**src/rtl/cond_exec_pkg.sv**
```systemverilog
// Shared types for the execute-stage predication unit: condition codes,
// flag bit positions, IT-block FSM states and the condition inversion helper.
package cond_exec_pkg;

  typedef enum logic [3:0] {
    EQ = 4'd0,  NE = 4'd1,  CS = 4'd2,  CC = 4'd3,
    MI = 4'd4,  PL = 4'd5,  VS = 4'd6,  VC = 4'd7,
    HI = 4'd8,  LS = 4'd9,  GE = 4'd10, LT = 4'd11,
    GT = 4'd12, LE = 4'd13, AL = 4'd14, NV = 4'd15
  } cond_t;

  localparam int N_BIT = 3;
  localparam int Z_BIT = 2;
  localparam int C_BIT = 1;
  localparam int V_BIT = 0;

  typedef enum logic {
    IT_IDLE   = 1'b0,
    IT_ACTIVE = 1'b1
  } it_state_t;

  // Conditions come in complementary pairs that differ only in bit 0.
  function automatic cond_t cond_invert(input cond_t c);
    return cond_t'(c ^ 4'h1);
  endfunction

endpackage

```
**src/rtl/cond_exec_if.sv**
```systemverilog
// Execute-stage control bundle between the decoder/pipeline and the
// predication unit. slave = predication unit, master = pipeline side.
interface cond_exec_if #(
  parameter int IT_DEPTH = 4,
  parameter int STAT_W   = 16
);
  localparam int LEN_W = $clog2(IT_DEPTH) + 1;

  logic                valid_e;
  logic                stall_e;
  logic                flush_e;
  logic [3:0]          cond_e;
  logic [3:0]          flags_alu_e;
  logic [1:0]          flag_write_e;
  logic                pcsrc_e;
  logic                reg_write_e;
  logic                mem_write_e;
  logic                branch_e;
  logic                no_write_e;
  logic                it_start_e;
  logic [3:0]          it_cond_e;
  logic [IT_DEPTH-1:0] it_mask_e;
  logic [LEN_W-1:0]    it_len_e;

  logic                pcsrc_out;
  logic                reg_write_out;
  logic                mem_write_out;
  logic                branch_taken_e;
  logic                cond_ex_e;
  logic [3:0]          flags_q;
  logic                it_active;
  logic [STAT_W-1:0]   exec_cnt;
  logic [STAT_W-1:0]   squash_cnt;

  modport slave (
    input  valid_e, stall_e, flush_e, cond_e, flags_alu_e, flag_write_e,
           pcsrc_e, reg_write_e, mem_write_e, branch_e, no_write_e,
           it_start_e, it_cond_e, it_mask_e, it_len_e,
    output pcsrc_out, reg_write_out, mem_write_out, branch_taken_e,
           cond_ex_e, flags_q, it_active, exec_cnt, squash_cnt
  );

  modport master (
    output valid_e, stall_e, flush_e, cond_e, flags_alu_e, flag_write_e,
           pcsrc_e, reg_write_e, mem_write_e, branch_e, no_write_e,
           it_start_e, it_cond_e, it_mask_e, it_len_e,
    input  pcsrc_out, reg_write_out, mem_write_out, branch_taken_e,
           cond_ex_e, flags_q, it_active, exec_cnt, squash_cnt
  );

endinterface

```
**src/rtl/cond_eval.sv**
```systemverilog
// Combinational condition-code evaluator: cond + {N,Z,C,V} -> pass.
module cond_eval
  import cond_exec_pkg::*;
(
  input  cond_t      cond_i,
  input  logic [3:0] flags_i,
  output logic       pass_o
);

  logic n, z, c, v;
  assign n = flags_i[N_BIT];
  assign z = flags_i[Z_BIT];
  assign c = flags_i[C_BIT];
  assign v = flags_i[V_BIT];

  // Decode the 16 condition codes against the committed flags.
  always_comb begin
    pass_o = 1'b0;
    case (cond_i)
      EQ: pass_o = z;
      NE: pass_o = ~z;
      CS: pass_o = c;
      CC: pass_o = ~c;
      MI: pass_o = n;
      PL: pass_o = ~n;
      VS: pass_o = v;
      VC: pass_o = ~v;
      HI: pass_o = c & ~z;
      LS: pass_o = ~c | z;
      GE: pass_o = (n == v);
      LT: pass_o = (n != v);
      GT: pass_o = ~z & (n == v);
      LE: pass_o = z | (n != v);
      AL: pass_o = 1'b1;
      NV: pass_o = 1'b0;
      default: pass_o = 1'b0;
    endcase
  end

endmodule

```
**src/rtl/cond_exec_unit.sv**
```systemverilog
// Execute-stage predication unit: NZCV flags register, condition gating of
// pipeline controls, saturating executed/squashed counters.
// Optional IT-block FSM enabled by defining COND_EXEC_ITBLOCK_EN.
module cond_exec_unit
  import cond_exec_pkg::*;
#(
  parameter int IT_DEPTH = 4,
  parameter int STAT_W   = 16
) (
  input  logic       clk,
  input  logic       reset,
  cond_exec_if.slave bus
);

  localparam int LEN_W = $clog2(IT_DEPTH) + 1;

  logic              accept;
  logic              cond_pass;
  cond_t             eff_cond;
  logic [3:0]        flags_q;
  logic [STAT_W-1:0] exec_q;
  logic [STAT_W-1:0] squash_q;

  // A stalled or flushed instruction must not commit anything.
  assign accept = bus.valid_e & ~bus.stall_e & ~bus.flush_e & ~reset;

`ifdef COND_EXEC_ITBLOCK_EN
  localparam int SLOT_W = (IT_DEPTH > 1) ? $clog2(IT_DEPTH) : 1;

  it_state_t           it_state_q;
  logic                it_active_q;
  cond_t               base_cond_q;
  logic [IT_DEPTH-1:0] mask_q;
  logic [SLOT_W-1:0]   slot_q;
  logic [LEN_W-1:0]    remaining_q;
  logic [LEN_W-1:0]    len_d;

  // Clamp the requested block length into 1..IT_DEPTH.
  always_comb begin
    len_d = bus.it_len_e;
    if (len_d == '0) begin
      len_d = LEN_W'(1);
    end else if (len_d > LEN_W'(IT_DEPTH)) begin
      len_d = LEN_W'(IT_DEPTH);
    end
  end

  // Inside an IT block the slot's mask bit picks base or inverted condition.
  always_comb begin
    eff_cond = cond_t'(bus.cond_e);
    if (it_state_q == IT_ACTIVE) begin
      eff_cond = mask_q[slot_q] ? base_cond_q : cond_invert(base_cond_q);
    end
  end

  // IT-block FSM: opener loads the block, each accepted slot consumes one entry.
  always_ff @(posedge clk) begin
    if (reset) begin
      it_state_q  <= IT_IDLE;
      it_active_q <= 1'b0;
      base_cond_q <= EQ;
      mask_q      <= '0;
      slot_q      <= '0;
      remaining_q <= '0;
    end else if (bus.flush_e) begin
      it_state_q  <= IT_IDLE;
      it_active_q <= 1'b0;
    end else if (accept) begin
      case (it_state_q)
        IT_IDLE: begin
          if (cond_pass && bus.it_start_e) begin
            it_state_q  <= IT_ACTIVE;
            it_active_q <= 1'b1;
            base_cond_q <= cond_t'(bus.it_cond_e);
            mask_q      <= bus.it_mask_e;
            slot_q      <= '0;
            remaining_q <= len_d;
          end
        end
        IT_ACTIVE: begin
          slot_q      <= slot_q + SLOT_W'(1);
          remaining_q <= remaining_q - LEN_W'(1);
          if (remaining_q <= LEN_W'(1)) begin
            it_state_q  <= IT_IDLE;
            it_active_q <= 1'b0;
          end
        end
        default: begin
          it_state_q  <= IT_IDLE;
          it_active_q <= 1'b0;
        end
      endcase
    end
  end

  assign bus.it_active = it_active_q;
`else
  logic             unused_it;
  logic [LEN_W-1:0] unused_it_len;

  assign eff_cond      = cond_t'(bus.cond_e);
  assign bus.it_active = 1'b0;
  assign unused_it     = ^{bus.it_start_e, bus.it_cond_e, bus.it_mask_e};
  assign unused_it_len = bus.it_len_e;
`endif

  cond_eval u_cond_eval (
    .cond_i (eff_cond),
    .flags_i(flags_q),
    .pass_o (cond_pass)
  );

  // Flags update only for accepted, condition-passing instructions; NZ and CV independently.
  always_ff @(posedge clk) begin
    if (reset) begin
      flags_q <= 4'b0000;
    end else if (accept && cond_pass) begin
      if (bus.flag_write_e[1]) begin
        flags_q[N_BIT] <= bus.flags_alu_e[N_BIT];
        flags_q[Z_BIT] <= bus.flags_alu_e[Z_BIT];
      end
      if (bus.flag_write_e[0]) begin
        flags_q[C_BIT] <= bus.flags_alu_e[C_BIT];
        flags_q[V_BIT] <= bus.flags_alu_e[V_BIT];
      end
    end
  end

  // Saturating statistics: executed vs squashed-by-condition.
  always_ff @(posedge clk) begin
    if (reset) begin
      exec_q   <= '0;
      squash_q <= '0;
    end else if (accept) begin
      if (cond_pass) begin
        if (~&exec_q) exec_q <= exec_q + STAT_W'(1);
      end else begin
        if (~&squash_q) squash_q <= squash_q + STAT_W'(1);
      end
    end
  end

  assign bus.cond_ex_e      = cond_pass & bus.valid_e & ~reset;
  assign bus.pcsrc_out      = bus.pcsrc_e & cond_pass & accept;
  assign bus.mem_write_out  = bus.mem_write_e & cond_pass & accept;
  assign bus.branch_taken_e = bus.branch_e & cond_pass & accept;
  assign bus.reg_write_out  = bus.reg_write_e & cond_pass & accept & ~bus.no_write_e;
  assign bus.flags_q        = flags_q;
  assign bus.exec_cnt       = exec_q;
  assign bus.squash_cnt     = squash_q;

endmodule
```
**src/flat_wrapper.sv**
```systemverilog
// flat-port wrapper written by rule: the top's interface ports become plain ports
module cond_exec_unit_flat import cond_exec_pkg::*;
#(
  parameter int IT_DEPTH = 4,
  parameter int STAT_W   = 16
)
  (clk, reset, bus_valid_e, bus_stall_e, bus_flush_e, bus_cond_e, bus_flags_alu_e, bus_flag_write_e, bus_pcsrc_e, bus_reg_write_e, bus_mem_write_e, bus_branch_e, bus_no_write_e, bus_it_start_e, bus_it_cond_e, bus_it_mask_e, bus_it_len_e, bus_pcsrc_out, bus_reg_write_out, bus_mem_write_out, bus_branch_taken_e, bus_cond_ex_e, bus_flags_q, bus_it_active, bus_exec_cnt, bus_squash_cnt);
  cond_exec_if #(.IT_DEPTH(IT_DEPTH), .STAT_W(STAT_W)) bus_i ();
  input  logic clk;
  input  logic reset;
  input wire logic [$bits(bus_i.valid_e)-1:0] bus_valid_e;
  input wire logic [$bits(bus_i.stall_e)-1:0] bus_stall_e;
  input wire logic [$bits(bus_i.flush_e)-1:0] bus_flush_e;
  input wire logic [$bits(bus_i.cond_e)-1:0] bus_cond_e;
  input wire logic [$bits(bus_i.flags_alu_e)-1:0] bus_flags_alu_e;
  input wire logic [$bits(bus_i.flag_write_e)-1:0] bus_flag_write_e;
  input wire logic [$bits(bus_i.pcsrc_e)-1:0] bus_pcsrc_e;
  input wire logic [$bits(bus_i.reg_write_e)-1:0] bus_reg_write_e;
  input wire logic [$bits(bus_i.mem_write_e)-1:0] bus_mem_write_e;
  input wire logic [$bits(bus_i.branch_e)-1:0] bus_branch_e;
  input wire logic [$bits(bus_i.no_write_e)-1:0] bus_no_write_e;
  input wire logic [$bits(bus_i.it_start_e)-1:0] bus_it_start_e;
  input wire logic [$bits(bus_i.it_cond_e)-1:0] bus_it_cond_e;
  input wire logic [$bits(bus_i.it_mask_e)-1:0] bus_it_mask_e;
  input wire logic [$bits(bus_i.it_len_e)-1:0] bus_it_len_e;
  output wire logic [$bits(bus_i.pcsrc_out)-1:0] bus_pcsrc_out;
  output wire logic [$bits(bus_i.reg_write_out)-1:0] bus_reg_write_out;
  output wire logic [$bits(bus_i.mem_write_out)-1:0] bus_mem_write_out;
  output wire logic [$bits(bus_i.branch_taken_e)-1:0] bus_branch_taken_e;
  output wire logic [$bits(bus_i.cond_ex_e)-1:0] bus_cond_ex_e;
  output wire logic [$bits(bus_i.flags_q)-1:0] bus_flags_q;
  output wire logic [$bits(bus_i.it_active)-1:0] bus_it_active;
  output wire logic [$bits(bus_i.exec_cnt)-1:0] bus_exec_cnt;
  output wire logic [$bits(bus_i.squash_cnt)-1:0] bus_squash_cnt;
  assign bus_i.valid_e = bus_valid_e;
  assign bus_i.stall_e = bus_stall_e;
  assign bus_i.flush_e = bus_flush_e;
  assign bus_i.cond_e = bus_cond_e;
  assign bus_i.flags_alu_e = bus_flags_alu_e;
  assign bus_i.flag_write_e = bus_flag_write_e;
  assign bus_i.pcsrc_e = bus_pcsrc_e;
  assign bus_i.reg_write_e = bus_reg_write_e;
  assign bus_i.mem_write_e = bus_mem_write_e;
  assign bus_i.branch_e = bus_branch_e;
  assign bus_i.no_write_e = bus_no_write_e;
  assign bus_i.it_start_e = bus_it_start_e;
  assign bus_i.it_cond_e = bus_it_cond_e;
  assign bus_i.it_mask_e = bus_it_mask_e;
  assign bus_i.it_len_e = bus_it_len_e;
  assign bus_pcsrc_out = bus_i.pcsrc_out;
  assign bus_reg_write_out = bus_i.reg_write_out;
  assign bus_mem_write_out = bus_i.mem_write_out;
  assign bus_branch_taken_e = bus_i.branch_taken_e;
  assign bus_cond_ex_e = bus_i.cond_ex_e;
  assign bus_flags_q = bus_i.flags_q;
  assign bus_it_active = bus_i.it_active;
  assign bus_exec_cnt = bus_i.exec_cnt;
  assign bus_squash_cnt = bus_i.squash_cnt;
  cond_exec_unit #(.IT_DEPTH(IT_DEPTH), .STAT_W(STAT_W)) u_core (.clk(clk), .reset(reset), .bus(bus_i));
endmodule
```
**config.mk**
```make
export PLATFORM = sky130hd
export DESIGN_NAME = cond_exec_unit_flat
export DESIGN_NICKNAME = d
export VERILOG_FILES = /design/src/rtl/cond_exec_pkg.sv /design/src/rtl/cond_exec_if.sv /design/src/rtl/cond_eval.sv /design/src/rtl/cond_exec_unit.sv /design/src/flat_wrapper.sv
export SDC_FILE = /design/constraint.sdc
export NUM_CORES = 1
export LEC_CHECK = 0
export CAP_MARGIN = 20
export CORE_ASPECT_RATIO = 0.75
export CORE_MARGIN = 10
export CORE_UTILIZATION = 45
export CTS_BUF_LIST = sky130_fd_sc_hd__clkbuf_2
export DETAILED_ROUTE_END_ITERATION = 16
export DONT_BUFFER_PORTS = 1
export HOLD_SLACK_MARGIN = 0.06
export PLACE_DENSITY_LB_ADDON = 0.15
export SYNTH_ARGS = -nofsm -noshare
export SYNTH_HDL_FRONTEND = slang
export SYNTH_SLANG_ARGS = --single-unit
```
**constraint.sdc**
```tcl
create_clock -name clk -period 2.3 [get_ports clk]
set_input_delay 0.23 -clock clk [delete_from_list [all_inputs] [get_ports clk]]
set_output_delay 0.23 -clock clk [all_outputs]
set_load 0.02 [all_outputs]
```
# After elaboration in Yosys (flattened, before gate mapping)
# Cells that the tools add are included.
# word_totals
ff_bits	36
latch_bits	0
ramBits	0
mem_bits_ro	0
word_cells	61
memories	0
# classes
add_sub_neg	2
mul	0
n_div	0
n_lt_le_gt_ge	0
n_eq_ne	17
shift	0
n_mux	1
bitwise_logic	29
reduce_logical	8
# ops
operator	count
$add 16x1->16 const B	2
$eq 4x4->1 const B	8
$reduce_and 16->1	2
$and 1x1->1	16
$eq 4x3->1 const B	4
$pmux 1 s16	1
$not 1->1	11
$eq 4x2->1 const B	2
$reduce_and 3->1	2
$eq 4x1->1 const B	1
$logic_not 4->1	1
$reduce_and 2->1	2
$or 1x1->1	2
$eq 1x1->1	1
$logic_and 1x1->1	1
$ne 1x1->1	1

# Depth between registers and ports, before layout
# Gate-level depths: netlist of run 1.
# logic_depth
depth_word	6
ltp_mapped	9
depth_no_buf	7

# By module
# Synthesis of run 1 repeated with hierarchy kept, for this count alone.
# hier_totals
cells_unflattened	251
area_unflattened_um2	2067.0
# by_module_without_submodules
module	instances	cells_per_inst	area_per_inst_um2
cond_exec_unit	1	228	1911.8
cond_eval	1	23	155.1

# Worst setup path after synthesis of run 1
# Ideal clock, no wire load.
# synth_timing
kind	register to register
start	reg u_core.exec_q[0], in the netlist u_core.bus.exec_cnt[0]
end	reg u_core.exec_q[1], in the netlist u_core.bus.exec_cnt[1]
setup_ns	0.128
arrival_ns	2.122
slack_ns	0.050
stages_incl_launch_ff	9
path_buffers	1
synth_period_minus_slack_ns	2.250
cell_sequence	dfxtp_1 -> ha_1 -> nand3_1 -> nor4_1 -> a31oi_1 -> o21ai_1 -> buf_2 -> mux2i_1 -> nor2_1
# synth_via
elab_chain_len	3
# synth_rtl
item	line_no	source
start: declaration	cond_exec_unit.sv:21	logic [STAT_W-1:0] exec_q;
start signal: assignment	cond_exec_unit.sv:136	if (~&exec_q) exec_q <= exec_q + STAT_W'(1);
parallel branches: the longest is 3 deep, another holds $add 16x1->16	--	
# Several ways; the timed one is not identified.
# A chain may end at the register's enable or synchronous reset.

# Worst setup path in the final report of run 1
# layout_timing
start	reg u_core.flags_q[2], in the netlist u_core.bus.flags_q[2]
end	out bus_reg_write_out
# layout_via
elab_chain_len	6
# layout_rtl
item	line_no	source
start: declaration	cond_exec_unit.sv:20	logic [3:0] flags_q;
start signal: indexed assignment	cond_exec_unit.sv:119	flags_q[N_BIT] <= bus.flags_alu_e[N_BIT];
start signal: indexed assignment	cond_exec_unit.sv:120	flags_q[Z_BIT] <= bus.flags_alu_e[Z_BIT];
start signal: indexed assignment	cond_exec_unit.sv:123	flags_q[C_BIT] <= bus.flags_alu_e[C_BIT];
$not 1->1	cond_eval.sv:21, cond_eval.sv:28, cond_eval.sv:32	
$and 1x1->1 (on tied branches)	cond_eval.sv:32, cond_eval.sv:28	
$pmux 1 s16 (*)	cond_eval.sv:19	case (cond_i)
$and 1x1->1 (*) (3 in series)	cond_exec_unit.sv:147	assign bus.reg_write_out = bus.reg_write_e & cond_pass & accept & ~bus.no_write_e;
end: declaration	flat_wrapper.sv:27	output wire logic [$bits(bus_i.reg_write_out)-1:0] bus_reg_write_out;
# Every way passes the cells marked *; elsewhere a longest branch is shown, timed or not.

==> results of run 1 <==
[power groups by stage]
stage | combinational [mW] | clock, mW | sequential (mW)
floorplan | 0.0699 | 0 | 0.642
global placement | 0.0672 | 0 | 0.640
detailed placement | 0.0684 | 0 | 0.640
CTS | 0.0962 | 0.429 | 0.627
global route | 0.114 | 0.455 | 0.628
finish | 0.104 | 0.419 | 0.627
[logic make-up after synthesis]
logic type                 after synthesis  share of synthesized area [%]
adders and majority gates                2                           1.20
xor gates and xnor gates                 7                           2.94
other                                    1                          0.180
AOI/OAI and AO/OA                       69                           22.5
DFF                                     36                           34.5
and+or+nand+nor                        104                           29.0
buffers and inverters                   20                           4.74
muxes                                    8                           4.92
[layout make-up]
class                           count  area share [%]
Timing Repair Buffer               49            15.3
Multi-Input combinational cell    191            50.8
Tap cell                           57            2.72
Clock buffer                        6            1.15
Sequential cell                    36            27.8
Inverter                            6           0.860
Clock inverter                      2            1.34
[how the worst max path moves through the flow]
stage	startpoint	to	slack, ns
floorplan	u_core.bus.exec_cnt[0]	u_core.bus.exec_cnt[1]	0.05
global placement	u_core.bus.flags_q[2]	u_core.bus.exec_cnt[8]	0.06
detailed placement	u_core.bus.flags_q[2]	u_core.bus.exec_cnt[10]	0.02
CTS	u_core.bus.flags_q[1]	bus_reg_write_out	-0.02
global route	u_core.bus.flags_q[3]	bus_cond_ex_e	-0.08
finish	u_core.bus.flags_q[2]	bus_reg_write_out	0.06
[cell usage after synthesis, types with 3 or more instances]
cell,instances,share of area (%)
nand2_1,15,2.7
buf_2,4,0.96
o211ai_1,3,1.1
or3_1,7,2.1
nor2b_1,10,3.0
and2_1,3,0.90
o31ai_1,8,2.9
o21ai_0,10,2.4
o21ai_1,4,0.96
xor2_1,3,1.3
xnor2_1,4,1.7
nand3_1,22,5.3
or4_1,8,2.9
buf_4,3,1.1
nand4_1,4,1.2
mux2_1,5,2.7
inv_1,6,1.1
nor3_1,3,0.72
clkbuf_1,5,0.90
nor2_1,13,2.3
a21oi_1,24,5.8
dfxtp_1,36,35
[through the flow]
step | cells | utilization, % | TNS, ns | hold slack (ns) | worst slack, ns
after global routing | 347 | 58.6 | -0.322 | 0.0661 | -0.0787
after CTS | 343 | 57.3 | -0.0210 | 0.0656 | -0.0210
after global placement | 325 | 52.5 | 0 | 0.308 | 0.0618
after floorplan | 247 | - | 0 | 0.378 | 0.0503
after detailed placement | 325 | 52.5 | 0 | 0.306 | 0.0188
final | 347 | 58.6 | 0 | 0.0920 | 0.0588
[sequential cells by signal, summed over array words and instances, names as in the netlist]
register               count
u_core.bus.squash_cnt     16
u_core.bus.flags_q         4
u_core.bus.exec_cnt       16
[layer usage]
layer,part of all wire [%],GRT usage [%],vias to the layer above
li1,-,-,1007
met1,47,18.6,945
met2,42,22.2,66
met3,9.9,6.49,2
met4,0.41,3.86,0
met5,0,0,-
[repair_timing]
| action | CTS | global route |
|---|---|---|
| endpoints found under the setup margin | 7 | 13 |
| setup buffers | 1 | 4 |
| hold buffers | 9 | 0 |
| pin swaps | 1 | 7 |
| resized for setup | 13 | 7 |
| hold endpoints to repair | 35 | 0 |
[layout by cell type, fill, tap and decap left out, types with 2 or more instances in the layout]
master / n
nand2_1: 15
o211ai_1: 3
o21ai_1: 4
dlygate4sd3_1: 8
dfxtp_1: 32
xnor2_1: 3
nor4_2: 2
nor2b_1: 10
a21oi_2: 3
nand3_1: 22
or4_1: 8
ha_1: 2
clkbuf_2: 6
o41ai_1: 2
nor3_1: 3
mux2_1: 5
a21oi_1: 22
xor2_1: 3
inv_1: 6
o21a_1: 2
nor2_1: 13
or3_1: 7
buf_4: 40
nand4_1: 4
dfxtp_2: 3
o21ai_0: 10
o31ai_1: 8
and2_2: 2
nand3b_1: 2
==> key figures, run 1 <==
Worst hold path
  – Endpoint, Worst Hold: u_core.bus.exec_cnt[12]
  – Classification of the worst-slack hold path: in -> reg
  – Count of cells along the worst hold path: 2
  – Worst Min Path Start: reset

Floorplanning
  – Cell Rows: 21
  – CORE AREA: ~4500 um2
  – Die outline area: between 7000 and 8000 um2
  – Die span in x: just under 100 um
  – Die boundary height: between 70 and 80 um
  – Initial core utilization: between 40% and 50%
  – IO Pins: between 70 and 80

Setup path
  – Slowest library cell on the worst path: dfxtp_4
  – Top Family by Delay on Critical Path: compound AO/OA/AOI/OAI gates
  – Maximum fanout encountered on the critical timing path: 8
  – Worst reg2reg startpoint: u_core.bus.flags_q[2]
  – Cells on worst reg2reg path: 8
  – Worst-path cell chain: and3b_1, a2bb2oi_2, o2111ai_2, a21oi_2, buf_4, and3b_2
  – Arrival time of the worst setup path: 2.01 ns
  – Number of logic stages on the critical path including buffering: 6
  – Type of the setup path with the least slack: reg -> out
  – Crit path buf inv count: 1
  – Peak per-stage delay on the critical path: 0.44 ns
  – Endpoint kind of the worst setup timing path: output port
  – Reg2reg setup slack: 0.08 ns
  – Worst setup SP type: register
  – Capture point of the worst reg-to-reg path: u_core.bus.flags_q[1]
  – CP required: about 2.1 ns

Pwr
  – Internal Pwr Total: approximately 860 uW
  – Fraction of power spent switching nets: between 20 and 30%
  – Clock power frac: 36.4%
  – Switch Pwr: approximately 290 uW
  – Overall power consumption: approximately 1.2 mW
  – Proportion of power drawn by flip-flops and latches: 54.5%
  – Comb power frac: 9.1%
  – Reported leakage power: 0.909 nW
  – Max VDD drop: 0.353 mV
  – Cell Pwr Density: 439 nW/um2

Synthesis
  – Synthesized netlist cell count: 247
  – Number of nets in the synthesized netlist: about 280
  – Async set-reset flop share out of synthesis: 0%
  – Yosys synthesis warning count: 0
  – Number of synthesized flops with an enable pin: 0
  – Predominant post-synthesis flop cell: dfxtp_1
  – Syn Area/Cell: about 8.4 um2
  – Sequential cell area fraction in the yosys report: approximately a third
  – Area of the mapped netlist: roughly 2100 um2
  – Register bit count reported by yosys: 36
  – Number of distinct library cells after synthesis: roughly 60

STA
  – Achievable clock frequency: 446 MHz
  – RSZ-0062 raised after global routing: yes
  – Final period demand of the worst path: approximately 2.2 ns
  – Final hold violations: 0
  – Final Skew: 0.0180 ns
  – Max Transition Viols Final: 0
  – Ratio of final minimum period to clock period: 97.4%
  – Final-report setup violation count: 0

Clocking
  – Latest clock arrival within the worst-skew pair: approximately 0.4 ns
  – Clock Pin Slew Worst Setup and Hold Paths: about 0.19 ns
  – Clock H-tree levels: 2
  – Clock tree from TritonCTS: yes
  – Total CTS buffers: 5
  – Number of clock sinks: 36
  – Clock buffer depth: 2
  – Clk Tree Root Cell: clkbuf_2

Detailed routing
  – Via/cell ratio: between 5 and 6
  – Detailed-route wire length: 5910 um
  – Antenna Nets Post-Route: 0
  – DRC errors left: 0
  – Iteration-0 DRC count of the detailed router: around 160
  – Post-detailed-route wirelength per cell: about 17 um
  – Total vias in the final route: 2020
  – First-pass iteration count of the detailed router: 5

Cells and area
  – Final non-filler cell area: between 2000 and 3000 um2
  – Fraction of final layout cells sized beyond drive strength 1: between 20% and 30%
  – Total inserted antenna cells: 0
  – Sequential cell area: 728 um2
  – Area taken by multi-input logic gates: around 1300 um2
  – Final net count: ~320
  – Synthesis-to-finish area growth: 25.4%
  – Number of filler cells placed in the layout: 412

Global route
  – Gr usage total: about 15%
  – Maximum number of pins on one net before global-route repair: 41
  – GR Overflow Total: 0
  – Via count of the first global-routing pass: between 1.5k and 2k
  – Initial antenna violation count: 0
  – First-pass GRT wire length: approximately 9600 um

Placement
  – Final weighted congestion in routability-driven placement: between 0.7 and 0.8
  – Placed Area: between 2000 and 2500 um2
  – Final HPWL DP: 4260 um
  – Number of input and output port buffers inserted: 0

Outcome
  – Result of the run: completed

Run
  – Max-cap violations: 0
Power figures use the tool's default switching activity.
==> run 2, diff against run 1 <==
--- a/config.mk
+++ b/config.mk
@@ -14,6 +14,7 @@
 export DONT_BUFFER_PORTS = 1
 export HOLD_SLACK_MARGIN = 0.06
 export PLACE_DENSITY_LB_ADDON = 0.15
+export SLEW_MARGIN = 40
 export SYNTH_ARGS = -nofsm -noshare
 export SYNTH_HDL_FRONTEND = slang
 export SYNTH_SLANG_ARGS = --single-unit
==> results of run 2 <==
No change in the layout: final DEF, timing and power equal those of run 1.
==> run 3, diff against run 2 <==
--- a/config.mk
+++ b/config.mk
@@ -10,6 +10,7 @@
 export CORE_MARGIN = 10
 export CORE_UTILIZATION = 45
 export CTS_BUF_LIST = sky130_fd_sc_hd__clkbuf_2
+export CTS_CLUSTER_DIAMETER = 150
 export DETAILED_ROUTE_END_ITERATION = 16
 export DONT_BUFFER_PORTS = 1
 export HOLD_SLACK_MARGIN = 0.06
==> results of run 3 <==
No change in the layout: final DEF, timing and power equal those of run 1.
